<file path="src/rtl/lcd_pkg.sv">
// rtl/lcd_pkg.sv - shared types and constants for the LCD bus sequencer
package lcd_pkg;

    typedef enum logic [2:0] {
        IDLE,
        SETUP,
        PULSE,
        HOLD,
        WAIT
    } lcd_state_e;

    localparam int LCD_ON_BIT   = 31;
    localparam int LCD_GO_BIT   = 30;
    localparam int LCD_RS_BIT   = 9;
    localparam int LCD_RW_BIT   = 8;
    localparam int LCD_DATA_LSB = 0;

    localparam logic [7:0] LCD_OP_CLEAR    = 8'h01;
    localparam logic [7:0] LCD_OP_HOME     = 8'h02;
    localparam logic [7:0] LCD_OP_HOME_ALT = 8'h03;

    // Clear and return-home need the long execution wait on the panel controller.
    function automatic logic lcd_is_long_cmd(input logic rs, input logic rw, input logic [7:0] data);
        return !rs && !rw &&
               (data == LCD_OP_CLEAR || data == LCD_OP_HOME || data == LCD_OP_HOME_ALT);
    endfunction

    function automatic int lcd_max(input int a, input int b);
        return (a > b) ? a : b;
    endfunction

endpackage

</file>
<file path="src/rtl/lcd_bus_sequencer.sv">
// rtl/lcd_bus_sequencer.sv - drives HD44780-style bus cycles from the LSU LCD register word
module lcd_bus_sequencer
    import lcd_pkg::*;
#(
    parameter int T_SETUP = 4,
    parameter int T_PW    = 24,
    parameter int T_HOLD  = 4,
    parameter int T_EXEC  = 2000,
    parameter int T_CLR   = 76000
) (
    input  logic        clk_i,
    input  logic        rst_ni,
    input  logic [31:0] lcd_word_i,
    output logic        lcd_on_o,
    output logic        lcd_en_o,
    output logic        lcd_rs_o,
    output logic        lcd_rw_o,
    output logic [7:0]  lcd_data_o,
    output logic        lcd_data_oe_o,
    output logic        busy_o,
    output logic        overrun_o
);

    localparam int T_MAX = lcd_max(lcd_max(lcd_max(T_SETUP, T_PW), lcd_max(T_HOLD, T_EXEC)), T_CLR);
    localparam int CW    = $clog2(T_MAX + 1);

    if (T_SETUP < 1 || T_PW < 1 || T_HOLD < 1 || T_EXEC < 1 || T_CLR < 1) begin : g_bad_timing
        $error("lcd_bus_sequencer: every timing parameter must be at least 1");
    end

    lcd_state_e      state_q, state_d;
    logic [CW-1:0]   cnt_q, cnt_d;
    logic            go_ref_q;
    logic            on_q;
    logic            act_rs_q, act_rw_q;
    logic [7:0]      act_data_q;
    logic            pend_q;
    logic            pend_rs_q, pend_rw_q;
    logic [7:0]      pend_data_q;
    logic            overrun_q;

    logic            launch;
    logic            accept;
    logic            cnt_zero;
    logic            wait_done;
    logic            word_rs, word_rw;
    logic [7:0]      word_data;
    logic            unused_word_bits;

    assign word_rs          = lcd_word_i[LCD_RS_BIT];
    assign word_rw          = lcd_word_i[LCD_RW_BIT];
    assign word_data        = lcd_word_i[LCD_DATA_LSB +: 8];
    assign unused_word_bits = ^lcd_word_i[29:10];

    assign launch    = lcd_word_i[LCD_GO_BIT] != go_ref_q;
    assign accept    = launch && lcd_word_i[LCD_ON_BIT];
    assign cnt_zero  = (cnt_q == '0);
    assign wait_done = (state_q == WAIT) && cnt_zero;

    always_ff @(posedge clk_i or negedge rst_ni) begin
        if (!rst_ni) begin
            state_q <= IDLE;
            cnt_q   <= '0;
        end else begin
            state_q <= state_d;
            cnt_q   <= cnt_d;
        end
    end

    // Counter reloads with (duration - 1) whenever the next state differs from the current one.
    always_comb begin
        state_d = state_q;
        cnt_d   = cnt_zero ? cnt_q : cnt_q - 1'b1;
        case (state_q)
            IDLE:    if (accept)   state_d = SETUP;
            SETUP:   if (cnt_zero) state_d = PULSE;
            PULSE:   if (cnt_zero) state_d = HOLD;
            HOLD:    if (cnt_zero) state_d = WAIT;
            WAIT:    if (cnt_zero) state_d = (pend_q || accept) ? SETUP : IDLE;
            default: state_d = IDLE;
        endcase
        if (state_d != state_q) begin
            case (state_d)
                SETUP:   cnt_d = CW'(T_SETUP - 1);
                PULSE:   cnt_d = CW'(T_PW - 1);
                HOLD:    cnt_d = CW'(T_HOLD - 1);
                WAIT:    cnt_d = lcd_is_long_cmd(act_rs_q, act_rw_q, act_data_q) ?
                                 CW'(T_CLR - 1) : CW'(T_EXEC - 1);
                default: cnt_d = '0;
            endcase
        end
    end

    always_comb begin
        lcd_en_o      = (state_q == PULSE);
        lcd_data_oe_o = (state_q != IDLE) && !act_rw_q;
        busy_o        = (state_q != IDLE) || pend_q;
    end

    // A freshly freed slot at the end of WAIT still counts as occupied for a same-cycle launch.
    always_ff @(posedge clk_i or negedge rst_ni) begin
        if (!rst_ni) begin
            go_ref_q    <= 1'b0;
            on_q        <= 1'b0;
            act_rs_q    <= 1'b0;
            act_rw_q    <= 1'b0;
            act_data_q  <= 8'h00;
            pend_q      <= 1'b0;
            pend_rs_q   <= 1'b0;
            pend_rw_q   <= 1'b0;
            pend_data_q <= 8'h00;
            overrun_q   <= 1'b0;
        end else begin
            go_ref_q <= lcd_word_i[LCD_GO_BIT];
            on_q     <= lcd_word_i[LCD_ON_BIT];
            if (wait_done && pend_q) begin
                act_rs_q   <= pend_rs_q;
                act_rw_q   <= pend_rw_q;
                act_data_q <= pend_data_q;
                pend_q     <= 1'b0;
                if (accept) overrun_q <= 1'b1;
            end else if (accept && (state_q == IDLE || wait_done)) begin
                act_rs_q   <= word_rs;
                act_rw_q   <= word_rw;
                act_data_q <= word_data;
            end else if (accept) begin
                if (pend_q) begin
                    overrun_q <= 1'b1;
                end else begin
                    pend_q      <= 1'b1;
                    pend_rs_q   <= word_rs;
                    pend_rw_q   <= word_rw;
                    pend_data_q <= word_data;
                end
            end
        end
    end

    assign lcd_on_o   = on_q;
    assign lcd_rs_o   = act_rs_q;
    assign lcd_rw_o   = act_rw_q;
    assign lcd_data_o = act_data_q;
    assign overrun_o  = overrun_q;

endmodule

</file>
<file path="config.mk">
export PLATFORM = sky130hd
export DESIGN_NAME = lcd_bus_sequencer
export DESIGN_NICKNAME = d
export VERILOG_FILES = /design/src/rtl/lcd_pkg.sv /design/src/rtl/lcd_bus_sequencer.sv
export SDC_FILE = /design/constraint.sdc
export NUM_CORES = 1
export LEC_CHECK = 0
export ABC_AREA = 1
export CELL_PAD_IN_SITES_DETAIL_PLACEMENT = 0
export CELL_PAD_IN_SITES_GLOBAL_PLACEMENT = 1
export CORE_ASPECT_RATIO = 0.9
export CORE_UTILIZATION = 36
export CTS_BUF_LIST = sky130_fd_sc_hd__clkbuf_16
export DETAILED_ROUTE_END_ITERATION = 8
export HOLD_SLACK_MARGIN = 0.08
export PLACE_DENSITY_LB_ADDON = 0.1
export SLEW_MARGIN = 30
export SYNTH_ARGS = -nofsm -noshare
export SYNTH_HDL_FRONTEND = slang
export SYNTH_SLANG_ARGS = --single-unit
</file>
<file path="constraint.sdc">
create_clock -name clk_i -period 5.77 [get_ports clk_i]
set_clock_uncertainty 0.2 [all_clocks]
set_input_delay 0.8655 -clock clk_i [delete_from_list [all_inputs] [get_ports clk_i]]
set_output_delay 0.8655 -clock clk_i [all_outputs]
set_load 0.05 [all_outputs]
</file>
# Word-level counts from Yosys, hierarchy flattened
# Index checks and enable logic that the tools add are counted.
# word_totals
reg_bits	44
input_bits	34
out_inout_bits	15
elab_cells	81
# op_classes
add_sub_neg	1
eq_ne	16
mux	24
bitwise_logic	3
n_reduce_logical	25
# ops
op	count
17-bit 2-to-1 mux	3
17-bit case mux with 3 select lines	1
17-bit zero test	1
17-bit by 1-bit subtractor with 17-bit output, second input constant	1
8-bit by 2-bit == test with 1-bit output, second input constant	2
8-bit 2-to-1 mux	2
3-bit 2-to-1 mux	5
3-bit case mux with 5 select lines	1
3-bit by 2-bit == test with 1-bit output, second input constant	4
1-bit 2-to-1 mux	12
8-bit by 1-bit == test with 1-bit output, second input constant	1
4-bit AND reduction	2
2-bit nonzero test	4
1-bit logical AND	7
3-bit by 1-bit == test with 1-bit output, second input constant	2
3-bit == test, second input constant	2
1-bit logical OR	5
2-bit inequality test, second input constant	2
3-bit zero test	1
3-bit inequality test	1
1-bit inverter	3
3-bit nonzero test	1
1-bit zero test	2
2-bit by 1-bit inequality test with 1-bit output, second input constant	1
3 further kinds	3

# Longest topological paths before layout
# Gate-level depths: netlist of run 1.
# depth
ltp_word	10
depth_mapped	17
mapped_depth_nobuf	17

# Least setup slack after synthesis of run 1
# Ideal clock, no wire load.
# synth_timing
path_type	register to output
startpoint	register state_q[2]
endpoint	output port lcd_data_oe_o
arrival_ns	1.377
required_ns	4.705
slack_ns	3.327
path_stages_with_launch	5
path_buffers	0
cell_sequence	dfrtp_1 > inv_1 > nand2_1 > nor2_1 > nor2_1
# synth_between
elab_chain_cells	2
# synth_lines
element	line_no	text
from (decl)	lcd_bus_sequencer.sv:31	lcd_state_e state_q, state_d;
from (signal assigned)	lcd_bus_sequencer.sv:65	state_q <= state_d;
3-bit nonzero test	lcd_bus_sequencer.sv:96	lcd_data_oe_o = (state_q != IDLE) && !act_rw_q;
1-bit logical AND	lcd_bus_sequencer.sv:96	
to (decl)	lcd_bus_sequencer.sv:19	output logic lcd_data_oe_o,
# Every way passes these cells.

# Worst setup path after layout of run 1
# Same ends and word-level chain as after synthesis.

==> reports/results.tsv, run 1 <==
metric	value	unit
final WL	5.502	mm
CP Data Arrival Time	2.01	ns
Resize count post-CTS	0	
Reg power frac	0.306	
synthesized netlist cell count	296	
Worst setup SP type	flip-flop	
Tightest Pin Transition	0.5727	ns
min-delay worst type	reg -> reg	
io pins	49	
Pint	0.8769	mW
dominant cell type by area after synthesis	dfrtp_1	
final setup violation count	0	
Synth top area share	0.4213	
CTS Buf Count	5	
fin crit share	0.5325	
Die X	91.82	um
Antenna Violating Nets Remaining	0	
CTS tree	yes	
# hold bufs at CTS	0	
Max transition margin	0.6182	
mapped cell area	2614	um2
syn_area_per_cell	8.830	um2
Die Area	7606	um2
initial core utilization	0.3713	
Logic pwr share	0.528	
Total Nets Final	363	
I/O Buffers	28	
min cycle time layout	3.072	ns
proportion of layout cells with a drive suffix above 1	0.2409	
outcome	finished clean	
via count	1923	
switching share of power	0.4667	
Seq cells post-synth	44	
sequential area share after synthesis	0.4213	
n_diodes	0	
achievable frequency	325.5	MHz
leakage power total	1.532	nW
clk_lat worst skew	0.28	ns
maximum clock path buffer count	2	
most common cell after layout, fill and taps aside	nand2_1	
clock-pin slew on the worst setup and hold paths	0.06	ns
max-cap violation count	0	
total power divided by cell area	528.8	nW/um2
most frequent cells in the layout	nand2_1, dfrtp_1, inv_1	
initial antenna violation count	0	
dpl cell area	2969	um2
vias per cell	4.568	
largest cells by area after synthesis	dfrtp_1, nand2_1, inv_1, o211ai_2, nand2_4	
Crit Path Max Fanout	5	
Distinct cells, synth	38	
CTS sink cnt	44	
Syn. warnings	0	
total track usage	0.1602	
drt initial violations	78	
area growth from synthesis to layout	18.96	%
Syn Nets	332	
Total Neg Setup Slack	0	ns
type of the worst setup path	reg -> out	
RSZ-0062 raised after global routing	no	
WP data required	4.70	ns
post-DR wirelength/cell	13.07	um
Root Driver	clkbuf_16	
final slew viol count	0	
Post-DP HPWL	4.078	mm
Placeable Area	7039	um2
Remaining DRCs	0	
first-pass detailed-route iteration total	4	
first-pass GRT wire length	9.542	mm
remaining global-route overflow	0	
# fillers	722	
Clock power frac	0.166	
Setup Buffers After CTS	0	
CP Capture Type	output port	
die height	82.84	um
Placer Congestion	0.8169	
VDD IR-drop max	211.0	uV
H-tree depth reported by CTS	2	
final hold vios	0	
P_sw	0.7674	mW
number of cell rows	29	
largest net degree at the start of global routing	45	
vias in the first global route	1884	
fin area	3109	um2
-- per-layer routing --
layer	vias up	GRT usage	part of all wire
met4	0	0.03409	0.0055
met5	-	0	0
met2	18	0.2324	0.43
met1	901	0.2409	0.54
li1	1002	-	-
met3	2	0.03938	0.023
-- cells in the mapped netlist --
master	n
nand3_2	2
inv_1	38
nor3_1	4
o21ai_0	4
nand2_2	13
clkinv_2	1
inv_6	1
dfrtp_1	44
o21ai_2	10
nand3_4	1
o21ai_1	3
nor2_8	1
buf_2	1
inv_2	5
o21ai_4	1
o211ai_2	10
nand2_1	65
or2_1	1
a21oi_1	7
nor2_1	23
a21oi_2	3
nor2_4	6
o2111a_1	1
nand4_1	6
o21bai_1	1
nand4_2	1
nand3_1	7
nand2_8	1
buf_6	3
xor2_1	7
a31o_2	1
inv_4	1
nand3b_1	1
ha_1	2
xnor2_1	4
o211ai_1	2
nand2_4	8
nor2_2	6
-- area by class of cell --
cell class / instances / area [um2] / share of cell area
Multi-Input combinational cell: 202 / 1292 / 0.4157
Sequential cell: 44 / 1101 / 0.3541
Timing Repair Buffer: 28 / 277.8 / 0.08934
Inverter: 46 / 181.4 / 0.05835
Clock buffer: 5 / 125.1 / 0.04024
Tap cell: 93 / 116.4 / 0.03742
Clock inverter: 3 / 15.01 / 0.004829
-- critical path, cell delays in order, from the launching register on --
cell	delay, ns
dfrtp_1	0.47
inv_1	0.12
nand2_1	0.16
nor2_1	0.08
nor2_1	0.09
clkdlybuf4s50_1	0.80
-- stage by stage --
stage                     instances  total power [mW]  hold slack [ns]  utilization  setup slack, ns
after floorplan                 296             1.173           0.2551            -            3.327
after global placement          413             1.385           0.2658       0.4214            2.831
after detailed placement        413             1.387           0.2735       0.4218            2.803
after CTS                       421             1.669           0.2860       0.4417            2.678
after global routing            421             1.772           0.3074       0.4417            2.593
final                           421             1.644           0.2823       0.4417            2.698
-- state kept, by name, indices dropped and copies added, names as in the netlist, 3 cells and up --
signal,flops
cnt_q,17
lcd_data_o,8
pend_data_q,8
state_q,3
-- path summary, 6_finish.rpt --
path	start	end	slack, ns	cells after the start
min	pend_data_q[6]	pend_data_q[6]	0.28	2
max reg2reg	cnt_q[0]	pend_data_q[6]	3.09	15
min reg2reg	pend_data_q[6]	pend_data_q[6]	0.28	2
max	state_q[2]	lcd_data_oe_o	2.70	5
max in group asynchronous	rst_ni	cnt_q[2]	4.60	1
min in group asynchronous	rst_ni	pend_data_q[2]	0.38	1
-- power by group through the flow --
stage / registers [mW] / logic [mW] / clock network [mW]
floorplan: 0.612 / 0.561 / 0
global placement: 0.510 / 0.875 / 0
detailed placement: 0.509 / 0.877 / 0
CTS: 0.504 / 0.883 / 0.282
global route: 0.517 / 0.958 / 0.298
finish: 0.503 / 0.869 / 0.273
-- cell families (layout without fill, tap and decap cells) --
group / count (synthesis) / in the layout / share of synthesized area
flops: 44 / 44 / 0.4213
xor+xnor: 11 / 11 / 0.03686
simple gates: 146 / 146 / 0.3073
compound gates: 43 / 43 / 0.1407
fa+ha+maj: 2 / 2 / 0.009572
buf+inv: 50 / 82 / 0.08425
Power figures use the tool's default switching activity.
==> run 2, diff against run 1 <==
==> constraint.sdc (replaced) <==
create_clock -name clk_i -period 3.1 [get_ports clk_i]
set_clock_uncertainty 0.2 [all_clocks]
set_input_delay 0.465 -clock clk_i [delete_from_list [all_inputs] [get_ports clk_i]]
set_output_delay 0.465 -clock clk_i [all_outputs]
set_load 0.05 [all_outputs]
==> reports/results.tsv, run 2 (synthesis results as in run 1) <==
metric	value	unit
outcome	finished clean	
most frequent cells in the layout	nand2_1, dfrtp_1, inv_1	
max-cap violation count	0	
die height	82.84	um
CP Data Arrival Time	2.04	ns
final WL	5.542	mm
most flop-heavy register	cnt_q	
leakage power total	1.545	nW
min-delay worst type	reg -> reg	
n_diodes	0	
Root Driver	clkbuf_16	
remaining global-route overflow	0	
drt initial violations	123	
area growth from synthesis to layout	19.82	%
vias per cell	4.580	
final hold vios	0	
post-DR wirelength/cell	13.07	um
achievable frequency	369.5	MHz
final slew viol count	0	
Worst R2R Path Depth	15	
Worst setup SP type	flip-flop	
maximum clock path buffer count	2	
CTS tree	yes	
clock-pin slew on the worst setup and hold paths	0.06	ns
first-pass GRT wire length	9.494	mm
Antenna Violating Nets Remaining	0	
CTS sink cnt	44	
first-pass detailed-route iteration total	4	
RSZ-0062 raised after global routing	no	
min cycle time layout	2.707	ns
via count	1942	
H-tree depth reported by CTS	2	
Remaining DRCs	0	
VDD IR-drop max	419.1	uV
proportion of layout cells with a drive suffix above 1	0.2447	
Post-DP HPWL	4.131	mm
Die Area	7606	um2
Die X	91.82	um
number of cell rows	29	
worst hold path depth	2	
Crit Path Max Fanout	5	
largest net degree at the start of global routing	25	
total power divided by cell area	978.8	nW/um2
Placer Congestion	0.8381	
initial antenna violation count	0	
Total Neg Setup Slack	0	ns
CP Capture Type	output port	
max reg flops	17	
type of the worst setup path	reg -> out	
initial core utilization	0.3713	
total track usage	0.1605	
Placeable Area	7039	um2
dpl cell area	2982	um2
Max transition margin	0.6499	
total power	3.065	mW
WHS	0.2845	ns
fin area	3132	um2
CTS Buf Count	5	
fin crit share	0.8731	
Total Nets Final	366	
Tightest Pin Transition	0.5252	ns
WP data required	2.43	ns
clk_lat worst skew	0.28	ns
vias in the first global route	1961	
final setup violation count	0	
most common cell after layout, fill and taps aside	nand2_1	
I/O Buffers	28	
io pins	49	
run 2: cell types whose count changed in the layout (fill, tap and decap cells not counted):
cell           delta
buf_4             +1
buf_2             +1
dlygate4sd3_1     +1
run 2: report_power, final:
group          switching (mW)  leakage [nW]  internal (mW)
Combinational            1.04         0.913          0.578
Clock                   0.213        0.0687          0.293
Sequential              0.179         0.563          0.762
run 2: timing repair:
item | 4_1_cts | 5_1_grt
buffers inserted | 0 | 0
resized for setup | 0 | 0
hold buffers | 1 | 0
hold endpoints to repair | 20 | 0
run 2: metrics by stage:
step / utilization / worst slack, ns / cells
after floorplan: - / 1.058 / 296
after global placement: 0.4236 / 0.5654 / 415
after detailed placement: 0.4236 / 0.5503 / 415
after CTS: 0.4449 / 0.3922 / 424
after global routing: 0.4449 / 0.2944 / 424
final: 0.4449 / 0.3934 / 424
run 2: final cells by class:
cell class	count	area, um2
clock buffer	5	125.1
multi-input combinational	202	1292
fill	705	3908
timing repair buffer	31	300.3
tap	93	116.4
inverter	46	181.4
clock inverter	3	15.01
sequential	44	1101
run 2: worst paths after layout:
check                                    start  slack, ns             end
worst max-delay path                state_q[2]       0.39   lcd_data_oe_o
worst min-delay path            pend_data_q[6]       0.28  pend_data_q[6]
worst max register to register        cnt_q[0]       0.56  pend_data_q[6]
worst min register to register  pend_data_q[6]       0.28  pend_data_q[6]
max in group asynchronous               rst_ni       1.51        cnt_q[4]
min in group asynchronous               rst_ni       0.47   lcd_data_o[2]
run 2: routing by layer:
metal	vias up	part of all wire	routed length (um)	global-route usage
met4	0	0.0090	50	0.04688
li1	1007	-	-	-
met3	4	0.024	132	0.03297
met2	29	0.41	2286	0.2317
met1	902	0.55	3073	0.2416
met5	-	0	0	0
run 2: critical path, cell delays in order (launching register included):
cell and delay, ns:
dfrtp_1 0.49, inv_1 0.13, nand2_1 0.16, nor2_1 0.07, nor2_1 0.10, clkdlybuf4s50_1 0.81
==> run 3, diff against run 2 <==
--- a/config.mk
+++ b/config.mk
@@ -6,9 +6,11 @@
 export NUM_CORES = 1
 export LEC_CHECK = 0
 export ABC_AREA = 1
+export CAP_MARGIN = 0
 export CELL_PAD_IN_SITES_DETAIL_PLACEMENT = 0
 export CELL_PAD_IN_SITES_GLOBAL_PLACEMENT = 1
 export CORE_ASPECT_RATIO = 0.9
+export CORE_MARGIN = 3
 export CORE_UTILIZATION = 36
 export CTS_BUF_LIST = sky130_fd_sc_hd__clkbuf_16
 export DETAILED_ROUTE_END_ITERATION = 8
==> reports/results.tsv, run 3 (synthesis results as in run 1) <==
metric	value	unit
outcome	finished clean	
type of the worst setup path	reg -> out	
remaining global-route overflow	0	
total track usage	0.1493	
largest net degree at the start of global routing	45	
post-DR wirelength/cell	13.02	um
Worst R2R Start	cnt_q[0]	
VDD IR-drop max	360.8	uV
proportion of layout cells with a drive suffix above 1	0.2401	
CTS Buf Count	5	
WP data required	2.43	ns
total power	3.062	mW
io pins	49	
Total Neg Setup Slack	0	ns
final slew viol count	0	
CP Capture Type	output port	
vias in the first global route	1951	
H-tree depth reported by CTS	2	
clock-pin slew on the worst setup and hold paths	0.06	ns
WHS	0.2823	ns
min cycle time layout	2.716	ns
drt initial violations	48	
Max transition margin	0.6212	
CP max stage delay	0.82	ns
max reg flops	17	
max-cap violation count	0	
crit-path most repeated cell	nor2_1	
Crit Path Max Fanout	5	
via count	1953	
# fillers	676	
Slowest cell on crit path	clkdlybuf4s50_1	
Die Area	8320	um2
fin crit share	0.8762	
CTS tree	yes	
clk_lat worst skew	0.29	ns
Worst setup SP type	flip-flop	
CP Capture Point	lcd_data_oe_o	
Cell Chain, Critical Path	inv_1, nand2_1, nor2_1, nor2_1, clkdlybuf4s50_1	
I/O Buffers	28	
n_diodes	0	
Total Nets Final	364	
WP buf/inv	2	
min-delay worst type	reg -> reg	
initial antenna violation count	0	
most common cell after layout, fill and taps aside	nand2_1	
first-pass detailed-route iteration total	4	
first-pass GRT wire length	9.597	mm
Stages on worst setup path	5	
number of cell rows	28	
Setup Buffers After CTS	0	
die height	86.84	um
final setup violation count	0	
Placer Congestion	0.8191	
leakage power total	1.536	nW
Tightest Pin Transition	0.5682	ns
most flop-heavy register	cnt_q	
Root Driver	clkbuf_16	
reg2reg end	pend_data_q[6]	
CTS sink cnt	44	
area growth from synthesis to layout	19.20	%
Placeable Area	6797	um2
most frequent cells in the layout	nand2_1, dfrtp_1, inv_1	
maximum clock path buffer count	2	
CP top delay family	buffers and inverters	
register-to-register setup slack	0.46	ns
Antenna Violating Nets Remaining	0	
initial core utilization	0.3846	
final WL	5.456	mm
RSZ-0062 raised after global routing	no	
final hold vios	0	
total power divided by cell area	982.7	nW/um2
Die X	95.82	um
Remaining DRCs	0	
Post-DP HPWL	4.039	mm
CP startpoint	state_q[2]	
achievable frequency	368.2	MHz
vias per cell	4.661	
CP Data Arrival Time	2.05	ns
Worst R2R Path Depth	15	
[run 3: power breakdown]
part	total, mW	switching (mW)	leakage, nW	internal, mW
sequential	0.935	0.173	0.563	0.762
clock	0.511	0.218	0.0687	0.293
combinational	1.62	1.04	0.904	0.577
[run 3: metrics by stage]
step	area (um2)	utilization	worst slack (ns)	instances
floorplan	2614	-	1.058	296
global placement	2963	0.4359	0.4503	410
detailed placement	2965	0.4363	0.4299	410
CTS	3115	0.4584	0.3568	419
global route	3115	0.4584	0.2182	419
finish	3115	0.4584	0.3839	419
[run 3: layout make-up]
| type | instances | area [um2] | share of cell area |
|---|---|---|---|
| Inverter | 46 | 181.4 | 0.05823 |
| Clock inverter | 3 | 15.01 | 0.004819 |
| Sequential cell | 44 | 1101 | 0.3534 |
| Clock buffer | 5 | 125.1 | 0.04016 |
| Multi-Input combinational cell | 202 | 1292 | 0.4149 |
| Tap cell | 90 | 112.6 | 0.03614 |
| Timing Repair Buffer | 29 | 287.8 | 0.09237 |
[run 3: what timing repair did]
item | in CTS | in global routing
hold buffers | 1 | 0
hold endpoints to repair | 44 | 0
gates resized for setup | 0 | 0
[run 3: worst min path at each step]
| stage | start | end | slack (ns) | cells past startpoint |
|---|---|---|---|---|
| global placement | pend_data_q[6] | pend_data_q[6] | 0.27 | 2 |
| global route | pend_data_q[6] | pend_data_q[6] | 0.31 | 2 |
| detailed placement | overrun_o | overrun_o | 0.27 | 1 |
| finish | pend_data_q[6] | pend_data_q[6] | 0.28 | 2 |
| floorplan | rst_ni | cnt_q[0] | -0.03 | 0 |
| CTS | pend_data_q[6] | pend_data_q[6] | 0.29 | 2 |
[run 3: metal layers]
layer	global-route usage	vias up	wire, um
met5	0	-	0
met4	0.04264	0	70
met3	0.03472	6	226
met2	0.2045	28	2257
met1	0.2309	911	2902
li1	-	1008	-
[run 3: tightest hold or removal path, cell delays in order (launching register included)]
cell     delay, ns
dfrtp_1       0.34
nand2_1       0.06
o21ai_2       0.05
